==> config.mk <==
export PLATFORM = sky130hd
export DESIGN_NAME = tx_char_scheduler
export DESIGN_NICKNAME = d
export VERILOG_FILES = /design/src/rtl/tx_char_scheduler.sv
export SDC_FILE = /design/constraint.sdc
export NUM_CORES = 1
export LEC_CHECK = 0
export CAP_MARGIN = 15
export CORE_MARGIN = 3
export CORE_UTILIZATION = 54
export DETAILED_ROUTE_END_ITERATION = 16
export PLACE_DENSITY_LB_ADDON = 0.08
export SKIP_CTS_REPAIR_TIMING = 1
export SLEW_MARGIN = 10
export SYNTH_ARGS = -nofsm -noshare
export SYNTH_HDL_FRONTEND = slang
export SYNTH_SLANG_ARGS = --single-unit
==> constraint.sdc <==
create_clock -name clk -period 2.4 [get_ports clk]
set_input_delay 0.24 -clock clk [delete_from_list [all_inputs] [get_ports clk]]
set_output_delay 0.24 -clock clk [all_outputs]
set_load 0.02 [all_outputs]
==> src/rtl/tx_char_scheduler.sv <==
// Character scheduler for the chat-link serial transmitter: round-robin arbitration between
// two sources, byte capture, load strobe, baud tick generation, send timeout and inter-char gap.
module tx_char_scheduler #(
   parameter int unsigned BAUD_DIV      = 434,
   parameter int unsigned GAP_CYCLES    = 8,
   parameter int unsigned TIMEOUT_TICKS = 16
) (
   input  logic       clk,
   input  logic       rst,
   input  logic       req0_i,
   input  logic [7:0] data0_i,
   input  logic       req1_i,
   input  logic [7:0] data1_i,
   input  logic       charSent_i,
   output logic       grant0_o,
   output logic       grant1_o,
   output logic [7:0] txData_o,
   output logic       load_o,
   output logic       transEn_o,
   output logic       srClock_o,
   output logic       busy_o,
   output logic       txErr_o
);

   localparam int unsigned TickW = (TIMEOUT_TICKS < 1) ? 1 : $clog2(TIMEOUT_TICKS + 1);
   localparam int unsigned GapW  = (GAP_CYCLES < 2) ? 1 : $clog2(GAP_CYCLES);

   localparam logic [15:0]      BaudLast  = 16'(BAUD_DIV - 1);
   localparam logic [TickW-1:0] TickLimit = TickW'(TIMEOUT_TICKS);
   localparam logic [GapW-1:0]  GapLast   = GapW'((GAP_CYCLES == 0) ? 0 : GAP_CYCLES - 1);

   typedef enum logic [2:0] {StIdle, StLoad, StSend, StDone, StGap} state_e;

   state_e           state_q, state_d;
   logic [15:0]      baud_q, baud_d;
   logic [TickW-1:0] tick_q, tick_d;
   logic [GapW-1:0]  gap_q, gap_d;
   logic             last_q, last_d;
   logic [7:0]       txData_q, txData_d;
   logic             grant0_q, grant0_d;
   logic             grant1_q, grant1_d;
   logic             err_q, err_d;
   logic             load_q, transEn_q, srClock_q, busy_q;

   // Next-state, arbitration and counter updates.
   always_comb begin
      state_d  = state_q;
      baud_d   = '0;
      tick_d   = '0;
      gap_d    = '0;
      last_d   = last_q;
      txData_d = txData_q;
      grant0_d = 1'b0;
      grant1_d = 1'b0;
      err_d    = 1'b0;
      unique case (state_q)
         StIdle: begin
            // On a tie the source that was not served last wins.
            if (req0_i && (!req1_i || last_q)) begin
               grant0_d = 1'b1;
               txData_d = data0_i;
               last_d   = 1'b0;
               state_d  = StLoad;
            end else if (req1_i) begin
               grant1_d = 1'b1;
               txData_d = data1_i;
               last_d   = 1'b1;
               state_d  = StLoad;
            end
         end
         StLoad: state_d = StSend;
         StSend: begin
            baud_d = (baud_q == BaudLast) ? 16'd0 : baud_q + 16'd1;
            tick_d = (baud_q == BaudLast) ? tick_q + 1'b1 : tick_q;
            // A completed frame wins over a timeout in the same cycle.
            if (charSent_i) begin
               state_d = StDone;
            end else if (tick_q == TickLimit) begin
               err_d   = 1'b1;
               state_d = StDone;
            end
         end
         StDone: state_d = (GAP_CYCLES == 0) ? StIdle : StGap;
         StGap: begin
            if (gap_q == GapLast) begin
               state_d = StIdle;
            end else begin
               gap_d = gap_q + 1'b1;
            end
         end
         default: state_d = StIdle;
      endcase
   end

   // State and output registers; load/transEn/srClock follow the current state one cycle late.
   always_ff @(posedge clk) begin
      if (rst) begin
         state_q   <= StIdle;
         baud_q    <= '0;
         tick_q    <= '0;
         gap_q     <= '0;
         last_q    <= 1'b1;
         txData_q  <= 8'h00;
         grant0_q  <= 1'b0;
         grant1_q  <= 1'b0;
         err_q     <= 1'b0;
         load_q    <= 1'b0;
         transEn_q <= 1'b0;
         srClock_q <= 1'b0;
         busy_q    <= 1'b0;
      end else begin
         state_q   <= state_d;
         baud_q    <= baud_d;
         tick_q    <= tick_d;
         gap_q     <= gap_d;
         last_q    <= last_d;
         txData_q  <= txData_d;
         grant0_q  <= grant0_d;
         grant1_q  <= grant1_d;
         err_q     <= err_d;
         load_q    <= (state_q == StLoad);
         transEn_q <= (state_q == StSend);
         srClock_q <= (state_q == StSend) && (baud_q == BaudLast);
         busy_q    <= (state_d != StIdle);
      end
   end

   assign grant0_o  = grant0_q;
   assign grant1_o  = grant1_q;
   assign txData_o  = txData_q;
   assign load_o    = load_q;
   assign transEn_o = transEn_q;
   assign srClock_o = srClock_q;
   assign busy_o    = busy_q;
   assign txErr_o   = err_q;

endmodule

Yosys cells after proc, flatten, opt, wreduce, memory -nomap -nowiden
Cells that the tools add are included.
- reduce and logical (&&, ||, !) cells: 14
- eq/ne operators: 7
- mux-type cells: 13
- bitwise operators: 3
- $add $sub $neg: 3
- operators with widths (cell ; number):
    16-bit by 1-bit adder with 16-bit output (second input constant) ; 1
    16-bit by 9-bit equality test with 1-bit output (second input constant) ; 1
    8-bit 2-to-1 mux ; 2
    3-bit 2-to-1 mux ; 5
    3-bit case mux with 5 select lines ; 1
    3-bit OR reduction ; 4
    3-bit by 2-bit equality test with 1-bit output (second input constant) ; 2
    3-bit equality test (second input constant) ; 2
    5-bit by 1-bit adder with 5-bit output (second input constant) ; 1
    5-bit equality test (second input constant) ; 1
    1-bit 2-to-1 mux ; 5
    2-bit OR reduction ; 2
    3-bit by 1-bit adder with 3-bit output (second input constant) ; 1
    3-bit by 1-bit equality test with 1-bit output (second input constant) ; 1
    3-bit zero test ; 1
    1-bit inverter ; 3
    3-bit nonzero test ; 1
    1-bit logical AND ; 2
    2-bit AND reduction ; 1
    2-bit nonzero test ; 1
    1-bit zero test ; 1
    1-bit logical OR ; 1
- output and inout port bits: 15
- flip-flop bits (word level): 43
- input port bits: 21
- word-level logic and storage cells: 53

Logic depth before layout (Yosys ltp)
Gate-level depths: netlist (run 1).
- depth in word-level cells: 6
- gate-level depth with buffers: 7
- gate-level depth less buffers: 6

Worst setup path after synthesis (run 1)
No wires, ideal clock.
- path type: reg2reg
- start: register baud_q[2]
- end: register baud_q[15]
- stages on the path, launching flop included: 5
- setup time: 70 ps
- data arrival time: 1476 ps
- slack: 854 ps
- buffers on the path: 0
- required time: 2330 ps
- clock period less this slack: 1546 ps
- cells stage by stage: dfxtp_1 nand3_2 or4_1 or3_1 a21oi_1
- longest elaborated chain between the ends: 2
- elaborated cells on any way between the ends: 3
- those cells by class: 1 x add/sub; 1 x eq/ne; 1 x reduce/logical
- RTL lines (item ; line ; source):
    from (decl) ; 35 ; logic [15:0] baud_q, baud_d;
    from (signal assigned) ; 113 ; baud_q <= baud_d;
    branches (longest 2 deep; another with 16-bit by 1-bit adder with 16-bit output) ; n/a ;
Several ways; the timed one is not identified.
A chain may end at the register's enable or synchronous reset.

Worst setup path after layout (run 1)
- start: register state_q[1]
- end: register baud_q[15]
- longest elaborated chain between the ends: 3
- RTL lines (item ; line ; source):
    from (decl) ; 34 ; state_e state_q, state_d;
    from (signal assigned) ; 98 ; state_q <= StIdle;
    from (signal assigned) ; 112 ; state_q <= state_d;
    3-bit by 2-bit equality test with 1-bit output ; 56 ; unique case (state_q)
    1-bit inverter (no source line) ; n/a ;
    3-bit OR reduction (no source line) ; n/a ;
No other way between the ends.

==> results.md, run 1 <==
- # rows: 20
- Slew Viols, Final: 0
- Net count after synthesis: 218
- Synthesized flop and latch total: 43
- Area of the multi-input gates: 890.9 um2
- Count of cell types in the netlist: 36
- CTS tree: done
- Root buf cell: clkbuf_4
- WS Path Type: register to register
- Slew margin rel.: 77.27%
- Setup TNS: 0 ns
- Final wirelength: 3689 um
- Ys flop type: dfxtp_1
- Post-synth top area share: 47.38%
- GR Util met3: 7.381%
- Initial antenna violation count: 0
- All-layer global routing usage: 20.57%
- First-pass GRT wire length: 6596 um
- Max-Cap Viols: 0
- Gate Count Post-Synth: 191
- Vias in the first global route: 1461
- Layout cells sized above 1: 7.826%
- Sequential share of the synthesized area: 47.38%
- TritonRoute pass-1 iters: 4
- CP max FO: 16
- Post-synth EDFFs: 0
- CP Capture Type: register
- Setup Skew: 0.01044 ns
- Port Buffer Count: 35
- Critical path launch point type: register
- Syn Area/Cell: 9.512 um2
- Synthesis Warnings: 0
- CTS sink count: 43
- GPL Wtd Cong: 0.8467
- Via/cell ratio: 5.474
- Synth top area cells: dfxtp_1 47%, nor2_1 6.4%, mux2i_1 5.0%
- Die height: 64 um
- Register Area: 860.8 um2
- Unrepaired setup endpoints after global routing: no
- Starting DRT DRC Count: 69
- Pleak: 0.8176 nW
- Status: completed
- Max VDD drop: 547.3 uV
- Post-layout nets: 256
- Full die area: 4096 um2
- Final antenna-violating net count: 0
- Core area: 3128 um2
- Worst slew pin tran: 0.3362 ns
- Clock Path Buffers: 2
- DRC: 0
- Largest net degree at the start of global routing: 19
- Reg clk slew, reported paths: 0.12 ns
- Setup violations, final: 0
- CTS H-tree depth: 2
- Fillers: 249
- Worst min path class: register to register
- Synth async-reset ratio: 0%
- Worst skew pair latency: 0.35 ns
- Ant diodes: 0
- Die width: 64 um
- Fin crit share: 75.95%
- Total CTS buffers: 5
- Wirelength per Cell: 13.46 um
- Critical Path RT: 2.68 ns
- Via Count: 1500
- Fin. Hold Viols: 0
- Cell Pwr Density: 666.2 nW/um2
- F_max: 548.6 MHz
- WP data arrival: 2.11 ns
- M2 GR Usage: 35.74%
- Met1 GRT Util: 23.40%
- PnR Total Power: 0.001527 W
- Mapped Area: 1817 um2
- Grt total ovfl: 0
- DP HPWL: 2729 um
- Initial Util: 58.08%
- GR peak layer: met2
- Area Growth Syn to Fin: 26.17%
- IO Pins: 36
- Tmin final: 1.823 ns
- Area leader, netlist: dfxtp_1
## worst max-delay path, cell delays in order (launching register included)
cell,delay [ns]
dfxtp_1,0.54
or4b_1,0.64
inv_1,0.16
nand2_2,0.21
a21oi_1,0.20
## stage by stage
stage,worst slack [ns],utilization [%],hold WS (ns),area (um2),instances
2_1_floorplan,0.8543,-,0.3169,1817,191
3_3_place_gp,0.5573,70.52,0.4178,2206,266
3_5_place_dp,0.4555,70.52,0.4373,2206,266
4_1_cts,0.5811,73.28,0.4558,2292,274
5_1_grt,0.4025,73.28,0.4730,2292,274
6_report,0.5772,73.28,0.4478,2292,274
## worst paths after layout
check	slack (ns)	cells after the start	to	startpoint
max reg2reg	0.58	4	baud_q[15]	state_q[1]
min	0.45	1	gap_q[0]	gap_q[0]
max	0.58	4	baud_q[15]	state_q[1]
min reg2reg	0.45	1	gap_q[0]	gap_q[0]
## report_power, final
part	total [W]	internal, W	switching [W]
registers	0.000792	0.000758	0.0000336
clock network	0.000467	0.000246	0.000221
logic	0.000268	0.000139	0.000129
total	0.00153	0.00114	0.000384
## synth_stat cells (all sizes together), types with 2 or more instances
cell type,instances
buf,5
ha,6
dfxtp,43
nand3b,2
nand4,7
mux2i,9
and2,2
or4,2
nand2,6
nor3,5
xnor2,9
nand3,7
nor4,8
a21oi,5
xor2,5
or3,6
a211oi,9
o21ai,5
inv,7
nor2,31
clkbuf,2
## cell type report
| type | count | area share [%] |
|---|---|---|
| clock inverter | 2 | 1.528 |
| clock buffer | 6 | 2.238 |
| sequential | 43 | 37.55 |
| inverter | 7 | 1.146 |
| tap | 44 | 2.402 |
| multi-input combinational | 134 | 38.86 |
| timing repair buffer | 38 | 16.27 |
## cell families (layout without fill, tap and decap cells)
| kind of cell | count (synthesis) | after routing | share of synthesized area [%] |
|---|---|---|---|
| flip-flops | 43 | 43 | 47.38 |
| multiplexers | 9 | 9 | 4.959 |
| AO/OA/AOI/OAI | 22 | 22 | 7.782 |
| buffers and inverters | 14 | 53 | 3.582 |
| adder cells (fa/ha/maj) | 6 | 6 | 4.132 |
| XOR/XNOR | 14 | 14 | 6.749 |
| AND/OR/NAND/NOR | 83 | 83 | 25.41 |
## flip-flops by register name (all words and copies together) (netlist names)
name / count
baud_q: 16
txData_o: 8
tick_q: 5
gap_q: 3
state_q: 3
busy_o: 1
grant0_o: 1
grant1_o: 1
last_q: 1
load_o: 1
srClock_o: 1
transEn_o: 1
txErr_o: 1
## layout by cell type, fill, tap and decap left out, drive strengths merged
cell / synthesis / layout
o21ai: 5 / 5
dfxtp: 43 / 43
and2: 2 / 2
bufinv: 0 / 1
inv: 7 / 7
nand3b: 2 / 2
and3: 1 / 1
nor2b: 1 / 1
clkinv: 0 / 1
xnor2: 9 / 9
nor4b: 1 / 1
or4: 2 / 2
a21oi: 5 / 5
and4: 1 / 1
nor4: 8 / 8
a2111oi: 1 / 1
and4bb: 1 / 1
or3: 6 / 6
clkdlybuf4s50: 0 / 35
buf: 5 / 3
a211oi: 9 / 9
or2: 1 / 1
nand4: 7 / 7
nand3: 7 / 7
nor3: 5 / 5
ha: 6 / 6
xor2: 5 / 5
a211o: 1 / 1
mux2i: 9 / 9
clkbuf: 2 / 6
nand2: 6 / 6
nor2: 31 / 31
a31oi: 1 / 1
or4b: 1 / 1
## layer usage
layer  vias to the layer above  part of all wire (%)
met2                        44                    49
met1                       696                    43
met5                         -                     0
met4                         0                   1.5
li1                        754                     -
met3                         6                   6.5
(Power assumes the default switching activity.)
==> run 2, diff against run 1 <==
Settings changed: CORE_UTILIZATION 54 to 50.
Clock period 2.4 ns to 1.8 ns, I/O delays scaled along.
==> run 2 against run 1 <==
Critical endpoint is now tick_q[3]. Critical path depth stayed put. Die area grew 7.3%. Register-to-register slack lost 0.43 ns. Sequential share of layout area is 0.49 points lower. Clock power fell by 7.5%. Highest routed layer unchanged. First-iteration DRC count down 30%. Worst setup slack worse by 0.43 ns. Critical path type unchanged. Combinational power rose by 43%. Largest cell class unchanged. Fmax up 10%. Utilization is 5.2 points lower.
==> results.md, run 2 (same netlist as run 1, synthesis figures left out) <==
- Die height: 66.28 um
- Met1 GRT Util: 19.68%
- Clock Path Buffers: 2
- Placed Area: 2253 um2
- Total CTS buffers: 5
- Max VDD drop: 553.9 uV
- Commonest non-fill, non-tap cell in the layout: dfxtp_1
- WS Path Type: register to register
- Setup TNS: 0 ns
- Reg clk slew, reported paths: 0.12 ns
- Via/cell ratio: 5.330
- Most frequent cells in the layout: 42 x dfxtp_1, 35 x clkdlybuf4s50_1, 31 x nor2_1
- PnR Total Power: 0.001854 W
- Fin crit share: 91.93%
- Starting DRT DRC Count: 48
- Fin. Hold Viols: 0
- GPL Wtd Cong: 0.9460
- P_sw: 0.0004955 W
- Worst slew pin tran: 0.3466 ns
- Final std cells w/o fill: 282
- M2 GR Usage: 31.60%
- GR Util met3: 6.973%
- Final setup margin: 0.1453 ns
- Root buf cell: clkbuf_4
- Core area: 3416 um2
- Unrepaired setup endpoints after global routing: no
- Initial Util: 53.19%
- Grt total ovfl: 0
- Cell Pwr Density: 797.2 nW/um2
- IO Pins: 36
- Pleak: 0.8306 nW
- Design Area, Final: 2326 um2
- Critical Path RT: 2.07 ns
- CTS sink count: 43
- Register name with the most flops: baud_q
- Max-Cap Viols: 0
- Int Power: 0.001359 W
- Area Growth Syn to Fin: 28.03%
- Combinational Power Share: 20.7%
- Full die area: 4393 um2
- Pre-CTS WS: 0.03143 ns
- All-layer global routing usage: 18.43%
- TritonRoute pass-1 iters: 4
- Worst min path class: input pin to register
- Max FFs per register: 16
- WP data arrival: 1.92 ns
- Tmin final: 1.655 ns
- Final wirelength: 3641 um
- DRC: 0
- Worst skew pair latency: 0.34 ns
- Setup violations, final: 0
- # rows: 21
- Sequential Power Share: 56.0%
- DP HPWL: 2694 um
- Critical path launch point type: register
- Final antenna-violating net count: 0
- CTS H-tree depth: 2
- CTS tree: done
- Die width: 66.28 um
- GR peak layer: met2
- Layout cells sized above 1: 10.59%
- Post-layout nets: 262
- Switch share: 26.72%
- Status: completed
- Slew Viols, Final: 0
- Port Buffer Count: 35
- Wirelength per Cell: 12.91 um
- Ant diodes: 0
- Vias in the first global route: 1467
- F_max: 604.3 MHz
- Slew margin rel.: 76.29%
- Clock power frac: 23.3%
- Placed Cells: 274
- Largest net degree at the start of global routing: 18
- Via Count: 1503
- Fillers: 280
- CP Capture Type: register
- Initial antenna violation count: 0
- Setup Skew: 0.01149 ns
- CP max FO: 10
- First-pass GRT wire length: 6203 um
-- run 2: power groups by stage --
stage | logic [W] | registers, W | clock network [W]
floorplan | 0.000157 | 0.00111 | 0
global placement | 0.000378 | 0.00106 | 0
detailed placement | 0.000386 | 0.00106 | 0
CTS | 0.000388 | 0.00104 | 0.000459
global route | 0.000419 | 0.00105 | 0.000510
finish | 0.000383 | 0.00104 | 0.000432
-- run 2: area by class of cell --
type | instances | area (um2) | area share (%)
flip-flops and latches | 43 | 862.1 | 37.06
repair buffers | 44 | 417.9 | 17.97
clock buffers | 7 | 45.04 | 1.937
clock inverters | 1 | 5.005 | 0.2152
multi-input cells | 134 | 912.1 | 39.21
well taps | 46 | 57.56 | 2.474
inverters | 7 | 26.28 | 1.130
-- run 2: through the flow --
stage               util [%]  hold WS [ns]
floorplan                  -        0.2569
global placement       65.97        0.4200
detailed placement     65.97        0.4337
CTS                    67.44        0.3889
global route           68.10        0.3971
finish                 68.10        0.4082
-- run 2: critical path, stage by stage, from the launching register on --
cell and delay, ns:
dfxtp_1 0.36, nor4_2 0.40, nand4_4 0.22, or3_1 0.43
a21oi_1 0.17
-- run 2: routing by layer --
| metal | routed length [um] | part of all wire (%) | up-vias |
|---|---|---|---|
| met5 | 0 | 0 | - |
| met4 | 65 | 1.8 | 0 |
| met3 | 212 | 5.8 | 6 |
| met2 | 1838 | 50 | 45 |
| met1 | 1525 | 42 | 688 |
| li1 | - | - | 764 |
-- run 2: worst paths after layout --
| check | endpoint | from | depth (start not counted) | slack, ns |
|---|---|---|---|---|
| max reg2reg | tick_q[3] | baud_q[14] | 4 | 0.15 |
| max | tick_q[3] | baud_q[14] | 4 | 0.15 |
| min | txErr_o | charSent_i | 2 | 0.41 |
| min reg2reg | gap_q[0] | gap_q[0] | 1 | 0.45 |
==> run 3, diff against run 2 <==
Settings changed: CORE_MARGIN 3 to 2, CORE_UTILIZATION 50 to 45.
Clock period 1.8 ns to 1.5 ns, I/O delays scaled along.
==> run 3 against run 2 <==
Utilization fell by 1.6 points. Largest power group unchanged. Sequential power rose by 19%. Cell count rose by 8.5%.
==> results.md, run 3 (same netlist as run 1, synthesis figures left out) <==
- Area Growth Syn to Fin: 44.28%
- # rows: 23
- Critical path launch point type: register
- Worst slew pin tran: 0.3406 ns
- Max incr delay on CP: 0.49 ns
- Max VDD drop: 694.3 uV
- GPL Wtd Cong: 0.7562
- Fin crit share: 99.35%
- Commonest non-fill, non-tap cell in the layout: clkdlybuf4s50_1
- Reg clk slew, reported paths: 0.08 ns
- DRC: 0
- Fin. Hold Viols: 0
- WS Path Type: register to register
- Register name with the most flops: baud_q
- Slew margin rel.: 76.97%
- Cell Pwr Density: 966.5 nW/um2
- Wirelength per Cell: 12.92 um
- Fillers: 308
- All-layer global routing usage: 19.59%
- Vias in the first global route: 1626
- Final antenna-violating net count: 0
- Critical-path cell with the highest stage delay: or4_4
- Max FFs per register: 16
- Initial Util: 46.08%
- Unrepaired setup endpoints after global routing: yes
- Status: completed
- CTS H-tree depth: 2
- Pre-CTS WS: -0.1995 ns
- Clock Path Buffers: 2
- Pleak: 0.9675 nW
- Starting DRT DRC Count: 48
- Area of the multi-input gates: 969.7 um2
- R2R setup slack: 0.01 ns
- CTS sink count: 43
- Final wirelength: 3954 um
- Final setup margin: 0.009699 ns
- DP HPWL: 2979 um
- Post-layout nets: 282
- Die width: 67.54 um
- CP Capture Type: register
- Total CTS buffers: 5
- First-pass GRT wire length: 6644 um
- Slew Viols, Final: 0
- Via/cell ratio: 5.114
- Grt total ovfl: 0
- Most frequent cells in the layout: 35 x clkdlybuf4s50_1, 33 x dfxtp_1, 31 x nor2_1
- CP cell instances: nand2_1 -> or4_4 -> or3_4 -> a21oi_2
- Port Buffer Count: 35
- Layout cells sized above 1: 26.95%
- Core area: 3943 um2
- Worst min path class: input pin to register
- Critical Path RT: 1.73 ns
- IO Pins: 36
- Tmin final: 1.490 ns
- F_max: 671.0 MHz
- Via Count: 1565
- Worst skew pair latency: 0.30 ns
- Max-Cap Viols: 0
- Setup violations, final: 0
- Initial antenna violation count: 0
- CTS tree: done
- Full die area: 4562 um2
- Register Area: 878.3 um2
- CP max FO: 3
- Ant diodes: 0
- Die height: 67.54 um
- Final hold slack: 0.4383 ns
- Setup Skew: 0.006665 ns
- WP data arrival: 1.72 ns
- Root buf cell: clkbuf_8
- Largest net degree at the start of global routing: 17
- TritonRoute pass-1 iters: 4
run 3: worst max-delay path, delay by kind of cell, from the launching register on:
kind            cells  cell delay [ns]
simple gates        3             0.92
flops               1             0.39
compound gates      1             0.11
run 3: worst paths after layout:
path	start	to	depth (start not counted)
worst max-delay path	baud_q[10]	baud_q[15]	4
worst min-delay path	charSent_i	txErr_o	2
worst max register to register	baud_q[10]	baud_q[15]	4
worst min register to register	gap_q[0]	gap_q[0]	1
run 3: final cells by class:
| cell class | instances | share of cell area [%] |
|---|---|---|
| sequential | 43 | 33.51 |
| multi-input combinational | 134 | 36.99 |
| timing repair buffer | 64 | 22.15 |
| clock inverter | 1 | 0.2864 |
| inverter | 7 | 1.002 |
| tap | 50 | 2.387 |
| clock buffer | 7 | 3.675 |
run 3: power by group:
| part | total (W) | internal [W] | switching (W) |
|---|---|---|---|
| Clock | 0.000796 | 0.000418 | 0.000377 |
| Combinational | 0.000496 | 0.000259 | 0.000237 |
| Sequential | 0.00124 | 0.00121 | 0.0000319 |
| Total | 0.00253 | 0.00189 | 0.000646 |
run 3: per-stage QoR:
stage          power (W)  util [%]  setup TNS (ns)  area (um2)  cells
2_1_floorplan   0.001530         -        -0.09444        1842    191
4_1_cts         0.002579     64.46         -0.2042        2541    306
3_3_place_gp    0.001754     61.82          -2.017        2437    298
6_report        0.002533     66.49               0        2621    306
3_5_place_dp    0.001770     61.82          -2.914        2437    298
5_1_grt         0.002679     66.49         -0.7406        2621    306
run 3: per-layer routing:
layer	vias up	global-route usage [%]	wire length (um)
met5	-	0	0
met4	0	7.653	33
met3	4	6.167	207
met2	32	37.13	2118
met1	727	19.58	1594
li1	802	-	-
